## src/rtl/ram_frame_writer.sv

```systemverilog
// Ping-pong frame writer: packs a valid/ready word stream into two RAM banks and
// hands complete frames to a consumer via bank_full/lenX, releasing on bank_release.
module ram_frame_writer #(
  parameter int DATA_W = 16,
  parameter int ADDR_W = 6
) (
  input  logic              clk,
  input  logic              rst,
  input  logic              s_valid,
  input  logic [DATA_W-1:0] s_data,
  input  logic              s_last,
  output logic              s_ready,
  output logic              wea,
  output logic [ADDR_W-1:0] addra,
  output logic [DATA_W-1:0] dia,
  output logic [1:0]        bank_full,
  output logic [ADDR_W-1:0] len0,
  output logic [ADDR_W-1:0] len1,
  input  logic [1:0]        bank_release,
  output logic              trunc
);

  localparam int OFF_W = ADDR_W - 1;
  localparam logic [OFF_W-1:0]  OFF_MAX = '1;
  localparam logic [OFF_W-1:0]  OFF_ONE = 1;
  localparam logic [ADDR_W-1:0] LEN_ONE = 1;

  typedef enum logic {FILL = 1'b0, WAIT = 1'b1} state_t;

  state_t            state;
  state_t            state_nxt;
  logic              ready_nxt;
  logic              wbank;
  logic [OFF_W-1:0]  offset;
  logic              accept;
  logic              close;
  logic [1:0]        set_pend;
  logic [ADDR_W-1:0] len_pend;
  logic [1:0]        full_eff;

  assign accept = s_valid & s_ready;
  assign close  = accept & (s_last | (offset == OFF_MAX));
  // A bank whose full flag lands next edge is already owned by the consumer.
  assign full_eff = bank_full | set_pend;

  always_ff @(posedge clk) begin
    if (rst) state <= FILL;
    else     state <= state_nxt;
  end

  always_comb begin
    state_nxt = state;
    case (state)
      FILL:    if (close && full_eff[!wbank]) state_nxt = WAIT;
      WAIT:    if (!full_eff[wbank])          state_nxt = FILL;
      default: state_nxt = FILL;
    endcase
  end

  always_comb begin
    ready_nxt = (state_nxt == FILL);
  end

  always_ff @(posedge clk) begin
    if (rst) begin
      s_ready <= 1'b0;
      wbank   <= 1'b0;
      offset  <= '0;
      wea     <= 1'b0;
      addra   <= '0;
      dia     <= '0;
      trunc   <= 1'b0;
    end else begin
      s_ready <= ready_nxt;
      wea     <= accept;
      trunc   <= close & ~s_last;
      if (accept) begin
        addra <= {wbank, offset};
        dia   <= s_data;
        if (close) begin
          wbank  <= ~wbank;
          offset <= '0;
        end else begin
          offset <= offset + OFF_ONE;
        end
      end
    end
  end

  // Frame hand-off trails the final write strobe by one cycle.
  always_ff @(posedge clk) begin
    if (rst) begin
      set_pend  <= 2'b00;
      len_pend  <= '0;
      bank_full <= 2'b00;
      len0      <= '0;
      len1      <= '0;
    end else begin
      set_pend  <= close ? (wbank ? 2'b10 : 2'b01) : 2'b00;
      if (close) len_pend <= {1'b0, offset} + LEN_ONE;
      bank_full <= (bank_full & ~bank_release) | set_pend;
      if (set_pend[0]) len0 <= len_pend;
      if (set_pend[1]) len1 <= len_pend;
    end
  end

endmodule

```

## config.mk

```make
export PLATFORM = sky130hd
export DESIGN_NAME = ram_frame_writer
export DESIGN_NICKNAME = d
export VERILOG_FILES = /design/src/rtl/ram_frame_writer.sv
export SDC_FILE = /design/constraint.sdc
export NUM_CORES = 1
export LEC_CHECK = 0
export ABC_AREA = 1
export BUFFER_PORTS_ARGS = -buffer_cell sky130_fd_sc_hd__buf_4
export CAP_MARGIN = 0
export CORE_MARGIN = 2
export CORE_UTILIZATION = 30
export DETAILED_ROUTE_END_ITERATION = 10
export PLACE_DENSITY = 0.58
export SLEW_MARGIN = 20
export SYNTH_ARGS = -nofsm -noshare
export SYNTH_HDL_FRONTEND = slang
export SYNTH_SLANG_ARGS = --single-unit
```

## constraint.sdc

```tcl
create_clock -name clk -period 1.5 [get_ports clk]
set_input_delay 0.15 -clock clk [delete_from_list [all_inputs] [get_ports clk]]
set_output_delay 0.15 -clock clk [all_outputs]
set_load 0.03 [all_outputs]
```

==> key figures, run 1 <==
Worst setup path
  • Buf/Inv on CP: 1
  • Crit-path cells: ha_4, nand2_2, nor2_2, ha_2, nor2_4, nor2_4, buf_4, o21ai_0, a21oi_1
  • Crit. End Element: register
  • Worst-path fanout max: 6
  • Critical Path AT: 1.69 ns
  • Crit start category: register
  • Worst Path Class, Setup: register to register
  • Cell mode on critical path: nor2_4
  • CP max stage cell: dfxtp_2
  • Critical path's top delay family: flip-flops
  • Slowest stage delay, CP: 0.36 ns
  • WP data required: 1.76 ns

Clocking
  • CTS tree: built
  • Root Buffer: clkbuf_8
  • H-tree levels: 2
  • Maximum root-to-sink buffer count: 2
  • Clock Pin Slew Worst Setup and Hold Paths: 0.10 ns
  • # clock sinks: 54
  • CTS Buf Count: 5
  • Skew-Pair Late Insertion Delay: 0.31 ns

Route
  • DR pass1 iterations: 4
  • DR vias/cell: 4.49
  • DRT iter0 DRCs: 131
  • DRC violations left: 0
  • Routed Antenna Nets: 0
  • Detailed Route WL: 4.79 mm
  • Vias after detailed routing: 1756
  • Per-cell routed wire length: 12.2 um

Yosys
  • Seq/Total Area, Yosys: 0.541
  • Post-Syn Nets: 270
  • Syn Std Cell Area: 2000 sq um
  • Mean Syn Cell Area: 8.13 sq um
  • Post-synthesis register bit count: 54
  • Syn Inst Count: 246
  • Ys Warns: 0
  • Yosys cell types: 21

Timing
  • Final hold slack: 0.0179 ns
  • Slew HR: 0.749
  • Setup TNS Final: 0 ns
  • Setup ws final: 0.0656 ns
  • Max Fclk: 697 MHz
  • Setup Viol. Count Final: 0
  • Final worst-path cycle share: 0.956
  • Final Max Slew Viols: 0
  • Final hold viol count: 0
  • Period minus WS final: 1.43 ns
  • Slew of the pin with the lowest slew margin: 0.376 ns
  • Final Skew: 0.00725 ns
  • RSZ-0062 raised after global routing: yes

Place
  • Dpl hpwl: 3.33 mm
  • Cell Area, Placed: 2520 sq um
  • Port buffer count: 60
  • Place WS: 0.0286 ns
  • Routability cong.: 0.759

Power and ir drop
  • Peak VDD IR: 501 uV
  • Leakage: 1.20 nW
  • Power Density: 1050 nW/um^2

Floorplan
  • Core area: 6390 sq um
  • Row cnt: 29
  • Initial core utilization: 0.313
  • I/O pin count: 61
  • DIE WIDTH: 85.6 um
  • Die Span Y: 85.6 um
  • Die Area: 7330 sq um

Final layout
  • Antenna cells: 0
  • Final Cell Area: 2670 sq um
  • Commonest non-fill, non-tap cells in the layout: nor2_1 (82), buf_4 (68), dfxtp_1 (52), o21ai_0 (37), nand2_1 (19)
  • Fraction of layout cells with a size suffix above 1: 0.299
  • Layout Area Growth over Synthesis: 33.6%
  • Most common cell after layout, fill and taps aside: nor2_1
  • Final core occ: 0.418
  • Final net count: 337

Status
  • Status: finished, final reports clean

Run
  • Maximum capacitance violations: 0

Global routing
  • Vias in the first global route: 1685
  • GRT Util Overall: 0.138
  • Largest net degree at the start of global routing: 28
  • Grt total ovfl: 0
  • First-pass GRT wire length: 8.01 mm
  • Antenna violations before repair: 0

Min path
  • HP Class: input port to register
kinds of logic (layout without fill, tap and decap cells):
family,after synthesis,count (layout),synth area share
adder cells (fa/ha/maj),2,2,0.0125
AND/OR/NAND/NOR,115,115,0.237
AO/OA/AOI/OAI,52,52,0.136
XOR/XNOR,1,1,0.00438
buffers and inverters,22,90,0.0695
flip-flops,54,54,0.541
cell type report:
| class | instances | area (sq um) |
|---|---|---|
| clock buffers | 6 | 82.6 |
| flip-flops and latches | 54 | 1080 |
| repair buffers | 70 | 541 |
| inverters | 12 | 47.5 |
| multi-input cells | 170 | 805 |
| well taps | 77 | 96.3 |
| clock inverters | 2 | 16.3 |
| fillers | 647 | 3710 |
registers in the layout, summed over array words and instances (netlist names), 2 cells and up:
signal,flops
addra,6
bank_full,2
dia,16
len0,6
len1,6
len_pend,6
offset,5
set_pend,2
stage by stage:
step	std cells	total power (W)
floorplan	246	0.00179
global placement	380	0.00193
detailed placement	380	0.00193
CTS	389	0.00283
global route	391	0.00293
finish	391	0.00280
layer usage:
metal / global-route usage / up-vias / wire length (um)
li1: - / 923 / -
met1: 0.175 / 774 / 2300
met2: 0.222 / 53 / 2070
met3: 0.0433 / 6 / 340
met4: 0.0476 / 0 / 71
met5: 0 / - / 0
synthesized netlist by cell type:
cell type	number	area, sq um
inv_4	1	6.26
o21ai_1	2	10.0
nand2_2	1	6.26
clkbuf_1	2	7.51
buf_6	7	78.8
nand3b_1	1	7.51
a21oi_2	1	8.76
nor2_4	4	45.0
nand3_1	3	15.0
ha_1	2	25.0
xor2_1	1	8.76
dfxtp_1	54	1080
nand2_1	21	78.8
o21ai_0	38	190
a21oi_1	8	40.0
buf_2	1	5.00
nand4_1	1	6.26
inv_1	10	37.5
a211oi_1	3	22.5
inv_2	1	3.75
nor2_1	84	315
what timing repair did:
action | CTS | global route
setup buffers | 1 | 1
pin swaps | 0 | 1
resized for setup | 1 | 10
endpoints found under the hold margin | 0 | 1
endpoints found under the setup margin | 5 | 14
hold buffers | 0 | 1
final timing paths:
path                                              from                  endpoint  slack (ns)  depth (start not counted)
worst min-delay path                   bank_release[0]   bank_full[0]$_SDFF_PP0_        0.02                          2
worst max register to register  offset[0]$_SDFFE_PP0P_  len_pend[0]$_SDFFE_PP0P_        0.07                          9
worst min register to register     dia[5]$_SDFFE_PP0P_       dia[5]$_SDFFE_PP0P_        0.49                          2
worst max-delay path            offset[0]$_SDFFE_PP0P_  len_pend[0]$_SDFFE_PP0P_        0.07                          9
where the power goes:
part	total (W)	leakage (nW)	switching, W	internal [W]
clock	0.000893	0.0478	0.000512	0.000381
sequential	0.00153	0.442	0.0000346	0.00149
combinational	0.000378	0.712	0.000225	0.000153
total	0.00280	1.20	0.000772	0.00203
Note: power is estimated with default switching activity, not from simulation.
==> run 2: changes to the inputs <==
--- a/config.mk
+++ b/config.mk
@@ -12,6 +12,7 @@
 export CORE_UTILIZATION = 30
 export DETAILED_ROUTE_END_ITERATION = 10
 export PLACE_DENSITY = 0.58
+export REMOVE_ABC_BUFFERS = 1
 export SLEW_MARGIN = 20
 export SYNTH_ARGS = -nofsm -noshare
 export SYNTH_HDL_FRONTEND = slang
==> run 2 against run 1 <==
Against the previous run:
- final area decreased by 0.28%
- clock skew up 0.0023 ns
- routed wire length decreased by 1.6%
- utilization decreased by 0.12 points
- critical endpoint is now len_pend[2]$_SDFFE_PP0P_
- non-clock buffer count decreased by 2
- clock-buffer cell count unchanged
- largest cell class unchanged
- power shrank 1.6%
- sequential share of layout area rose by 0.11 points
==> key figures, run 2 (same netlist as run 1, synthesis figures left out) <==
Timing
  • Final hold viol count: 0
  • Final Max Slew Viols: 0
  • Period minus WS final: 1.45 ns
  • Final Skew: 0.00952 ns
  • Slew HR: 0.814
  • Final worst-path cycle share: 0.966
  • RSZ-0062 raised after global routing: yes
  • Slew of the pin with the lowest slew margin: 0.279 ns
  • Setup ws final: 0.0509 ns
  • Final hold slack: 0.00914 ns
  • Setup Viol. Count Final: 0
  • Max Fclk: 690 MHz

Final layout
  • Fraction of layout cells with a size suffix above 1: 0.304
  • Final net count: 335
  • Final Cell Area: 2660 sq um
  • Most common cell after layout, fill and taps aside: nor2_1
  • Layout Area Growth over Synthesis: 33.2%
  • Biggest register: dia
  • Antenna cells: 0
  • Final core occ: 0.417
  • Commonest non-fill, non-tap cells in the layout: nor2_1 (82), buf_4 (65), dfxtp_1 (52), o21ai_0 (35), nand2_1 (19)
  • Max reg flops: 16

Worst setup path
  • Worst Path Class, Setup: register to register
  • Buf/Inv on CP: 1
  • Reg-to-reg setup timing slack: 0.05 ns
  • Worst Reg-to-Reg Cells: 9
  • Crit. End Element: register
  • R2R Path Start: offset[1]$_SDFFE_PP0P_
  • Crit-path cells: ha_4, nand2_2, nor2_2, ha_2, nor2_4, nor2_4, buf_6, o21ai_0, nor2_1
  • Crit start category: register
  • Cell mode on critical path: nor2_4
  • Worst-path fanout max: 5
  • CP max stage cell: dfxtp_2
  • Critical Path AT: 1.65 ns
  • WP data required: 1.70 ns
  • Critical path's top delay family: simple AND/OR/NAND/NOR gates
  • RR Endpoint: len_pend[2]$_SDFFE_PP0P_
  • Slowest stage delay, CP: 0.35 ns

Power and ir drop
  • Peak VDD IR: 414 uV
  • Power Density: 1030 nW/um^2
  • Leakage: 1.19 nW
  • Tot Pwr: 0.00275 W

Clocking
  • # clock sinks: 54
  • Skew-Pair Late Insertion Delay: 0.31 ns
  • CTS tree: built
  • Maximum root-to-sink buffer count: 2
  • Root Buffer: clkbuf_8
  • Clock Pin Slew Worst Setup and Hold Paths: 0.10 ns
  • CTS Buf Count: 5
  • H-tree levels: 2

Place
  • Place WS: 0.00112 ns
  • Routability cong.: 0.817
  • Dpl hpwl: 3.34 mm
  • Cell Area, Placed: 2510 sq um
  • Port buffer count: 60

Min path
  • Cells on Worst Hold Path: 2
  • Hold_sp: bank_release[0]
  • HP Class: input port to register
  • Worst Hold Path EP: bank_full[0]$_SDFF_PP0_

Route
  • WL met1: 2.29 mm
  • DRC violations left: 0
  • Routed Antenna Nets: 0
  • Detailed Route WL: 4.71 mm
  • Total length of routed met3 wires: 405 um
  • Per-cell routed wire length: 12.1 um
  • Vias after detailed routing: 1766
  • Highest routed metal layer: met4
  • DR pass1 iterations: 4
  • DRT iter0 DRCs: 84
  • Met2 Routed Length: 1.95 mm
  • DR vias/cell: 4.54

Run
  • Maximum capacitance violations: 0

Floorplan
  • Initial core utilization: 0.313
  • Row cnt: 29
  • I/O pin count: 61
  • Die Area: 7330 sq um
  • DIE WIDTH: 85.6 um
  • Die Span Y: 85.6 um
  • Core area: 6390 sq um

Global routing
  • Largest net degree at the start of global routing: 25
  • First-pass GRT wire length: 7.90 mm
  • Vias in the first global route: 1705
  • Antenna violations before repair: 0
  • GRT Util Overall: 0.135
  • Grt total ovfl: 0

Status
  • Status: finished, final reports clean
run 2: changes by cell type in the layout (fill, tap and decap cells not counted), sizes merged:
cell	change
clkinv	+1
buf	-2
inv	-1
run 2: area by class of cell:
type / count / area [sq um]
Tap cell: 77 / 96.3
Sequential cell: 54 / 1080
Fill cell: 664 / 3720
Clock buffer: 6 / 82.6
Inverter: 12 / 47.5
Multi-Input combinational cell: 170 / 812
Timing Repair Buffer: 68 / 529
Clock inverter: 2 / 12.5
run 2: how the worst max path moves through the flow:
stage                            from                        to  slack [ns]  depth (start not counted)
2_1_floorplan      s_ready$_SDFF_PP0_        s_ready$_SDFF_PP0_        0.05                          5
3_3_place_gp   offset[0]$_SDFFE_PP0P_  len_pend[2]$_SDFFE_PP0P_        0.06                          9
3_5_place_dp   offset[0]$_SDFFE_PP0P_  len_pend[2]$_SDFFE_PP0P_       0.001                          9
4_1_cts        offset[0]$_SDFFE_PP0P_        s_ready$_SDFF_PP0_      -0.007                          9
5_1_grt        offset[1]$_SDFFE_PP0P_    offset[2]$_SDFFE_PP0P_       -0.03                          9
6_report       offset[1]$_SDFFE_PP0P_  len_pend[2]$_SDFFE_PP0P_        0.05                          9
run 2: report_power, final:
group          internal [W]  switching, W
sequential          0.00149     0.0000362
combinational      0.000152      0.000228
clock              0.000372      0.000473
run 2: worst register-to-register path, cell delays in order, from the launching register on:
cell,delay [ns]
dfxtp_2,0.35
ha_4,0.16
nand2_2,0.05
nor2_2,0.04
ha_2,0.19
nor2_4,0.16
nor2_4,0.08
buf_6,0.13
o21ai_0,0.14
nor2_1,0.05
run 2: per-layer routing:
metal,vias up,track usage
li1,918,-
met3,9,0.0472
met2,63,0.207
met1,776,0.178
met4,0,0.0418
met5,-,0
run 2: stage by stage:
stage / TNS (ns) / instances
after floorplan: 0 / 236
after global routing: -0.154 / 389
after detailed placement: 0 / 379
after CTS: -0.00756 / 387
after global placement: 0 / 379
final: 0 / 389
run 2: timing repair:
item | 4_1_cts | 5_1_grt
endpoints found under the hold margin | 0 | 1
setup endpoints to repair | 2 | 17
resized for setup | 1 | 16
hold buffers | 0 | 1
buffers inserted | 0 | 1
pin swaps | 0 | 9
cloned | 0 | 0
==> run 3: changes to the inputs <==
--- a/config.mk
+++ b/config.mk
@@ -6,9 +6,9 @@
 export NUM_CORES = 1
 export LEC_CHECK = 0
 export ABC_AREA = 1
-export BUFFER_PORTS_ARGS = -buffer_cell sky130_fd_sc_hd__buf_4
+export BUFFER_PORTS_ARGS = -buffer_cell sky130_fd_sc_hd__buf_2
 export CAP_MARGIN = 0
-export CORE_MARGIN = 2
+export CORE_MARGIN = 3
 export CORE_UTILIZATION = 30
 export DETAILED_ROUTE_END_ITERATION = 10
 export PLACE_DENSITY = 0.58
==> run 3 against run 2 <==
Against the previous run:
- sequential cell count did not move
- utilization fell by 2.3 points
- worst hold slack improved by 0.018 ns
- setup slack barely moved
- register-to-register slack barely moved
- power rose by 1.7%
- largest power group unchanged
==> key figures, run 3 (same netlist as run 1, synthesis figures left out) <==
Global routing
  • GRT Util Overall: 0.120
  • Grt total ovfl: 0
  • Largest net degree at the start of global routing: 40
  • First-pass GRT wire length: 7.32 mm
  • Antenna violations before repair: 0
  • Vias in the first global route: 1593

Worst setup path
  • Worst-path fanout max: 8
  • Crit start category: register
  • WP data required: 1.70 ns
  • Crit. End Element: register
  • Buf/Inv on CP: 0
  • Worst Path Class, Setup: register to register
  • CP max stage cell: dfxtp_2
  • Slowest stage delay, CP: 0.36 ns
  • Critical Path AT: 1.65 ns
  • Critical path's top delay family: simple AND/OR/NAND/NOR gates
  • Crit-path cells: ha_4, nand2_2, nor2_2, ha_2, nor2_4, nor2_4, nand2_2, o21ai_1, nor2_1

Clocking
  • Clock Pin Slew Worst Setup and Hold Paths: 0.09 ns
  • H-tree levels: 2
  • CTS tree: built
  • Post-CTS Hold Buffers: 0
  • Skew-Pair Late Insertion Delay: 0.30 ns
  • Root Buffer: clkbuf_8
  • Maximum root-to-sink buffer count: 2
  • # clock sinks: 54
  • CTS Buf Count: 5

Final layout
  • Biggest register: dia
  • Final net count: 334
  • Antenna cells: 0
  • Max reg flops: 16
  • Fraction of layout cells with a size suffix above 1: 0.312
  • Layout Area Growth over Synthesis: 25.8%
  • Commonest non-fill, non-tap cells in the layout: nor2_1 (78), buf_2 (60), dfxtp_1 (52), o21ai_0 (36), nand2_1 (18)
  • Most common cell after layout, fill and taps aside: nor2_1

Route
  • DR pass1 iterations: 4
  • DR vias/cell: 4.56
  • Routed Antenna Nets: 0
  • Vias after detailed routing: 1769
  • Detailed Route WL: 4.53 mm
  • Per-cell routed wire length: 11.7 um
  • DRT iter0 DRCs: 47
  • DRC violations left: 0

Timing
  • Final hold viol count: 0
  • Final worst-path cycle share: 0.966
  • Period minus WS final: 1.45 ns
  • RSZ-0062 raised after global routing: yes
  • Slew HR: 0.659
  • Setup TNS Final: 0 ns
  • Final Skew: 0.00904 ns
  • Max Fclk: 690 MHz
  • Final Max Slew Viols: 0
  • Setup Viol. Count Final: 0
  • Final hold slack: 0.0267 ns
  • Slew of the pin with the lowest slew margin: 0.511 ns

Power and ir drop
  • Comb pwr share: 0.118
  • Int Pwr: 0.00210 W
  • Switching Share: 0.251
  • Clk network pwr share: 0.337
  • Peak VDD IR: 593 uV
  • Seq pwr share: 0.545
  • Leakage: 1.17 nW
  • Power Density: 1110 nW/um^2
  • Sw Pwr: 0.000702 W

Min path
  • HP Class: input port to register

Floorplan
  • Die Area: 7680 sq um
  • Die Span Y: 87.6 um
  • Core area: 6390 sq um
  • Initial core utilization: 0.313
  • I/O pin count: 61
  • Row cnt: 29
  • DIE WIDTH: 87.6 um

Place
  • Dpl hpwl: 3.22 mm
  • Routability cong.: 0.775
  • Port buffer count: 60

Status
  • Status: finished, final reports clean

Run
  • Maximum capacitance violations: 0
-- run 3: metrics by stage --
step                      total power, W   util  instance area, sq um  std cells  setup slack (ns)
final                            0.00280  0.394                  2510        388            0.0509
after global routing             0.00293  0.394                  2510        388           -0.0604
after CTS                        0.00284  0.385                  2460        387           0.00735
after detailed placement         0.00188  0.368                  2350        379            0.0348
after global placement           0.00188  0.368                  2350        379            0.0808
after floorplan                  0.00176      -                  1910        236            0.0500
-- run 3: final cells by class --
| class | count | area [sq um] |
|---|---|---|
| Multi-Input combinational cell | 170 | 826 |
| Timing Repair Buffer | 67 | 353 |
| Clock buffer | 7 | 76.3 |
| Fill cell | 696 | 3870 |
| Tap cell | 77 | 96.3 |
| Sequential cell | 54 | 1080 |
| Clock inverter | 1 | 30.0 |
| Inverter | 12 | 50.0 |
-- run 3: timing repair --
| item | in CTS | in global routing |
|---|---|---|
| gates resized for setup | 0 | 20 |
| endpoints found under the hold margin | 0 | 0 |
| setup endpoints to repair | 0 | 15 |
| setup buffers | 0 | 1 |
-- run 3: worst register-to-register path: stages, from the launching register on --
cell     delay, ns
dfxtp_2       0.36
ha_4          0.14
nand2_2       0.05
nor2_2        0.11
ha_2          0.20
nor2_4        0.05
nor2_4        0.20
nand2_2       0.08
o21ai_1       0.12
nor2_1        0.04
-- run 3: final timing paths --
check	from	depth (start not counted)	slack, ns	end
max reg2reg	offset[0]$_SDFFE_PP0P_	9	0.05	s_ready$_SDFF_PP0_
max	offset[0]$_SDFFE_PP0P_	9	0.05	s_ready$_SDFF_PP0_
min reg2reg	addra[0]$_SDFFE_PP0P_	2	0.47	addra[0]$_SDFFE_PP0P_
min	bank_release[1]	2	0.03	bank_full[1]$_SDFF_PP0_
-- run 3: power by group through the flow --
stage | Sequential [W] | Clock (W) | Combinational, W
after detailed placement | 0.00156 | 0 | 0.000327
final | 0.00153 | 0.000943 | 0.000330
after global routing | 0.00153 | 0.00103 | 0.000366
after CTS | 0.00152 | 0.000986 | 0.000328
after floorplan | 0.00165 | 0 | 0.000112
after global placement | 0.00156 | 0 | 0.000325
-- run 3: metal layers --
| metal | track usage | part of all wire | up-vias |
|---|---|---|---|
| met3 | 0.0367 | 0.096 | 7 |
| li1 | - | - | 913 |
| met4 | 0.0377 | 0.013 | 0 |
| met5 | 0 | 0 | - |
| met1 | 0.163 | 0.48 | 777 |
| met2 | 0.182 | 0.41 | 72 |
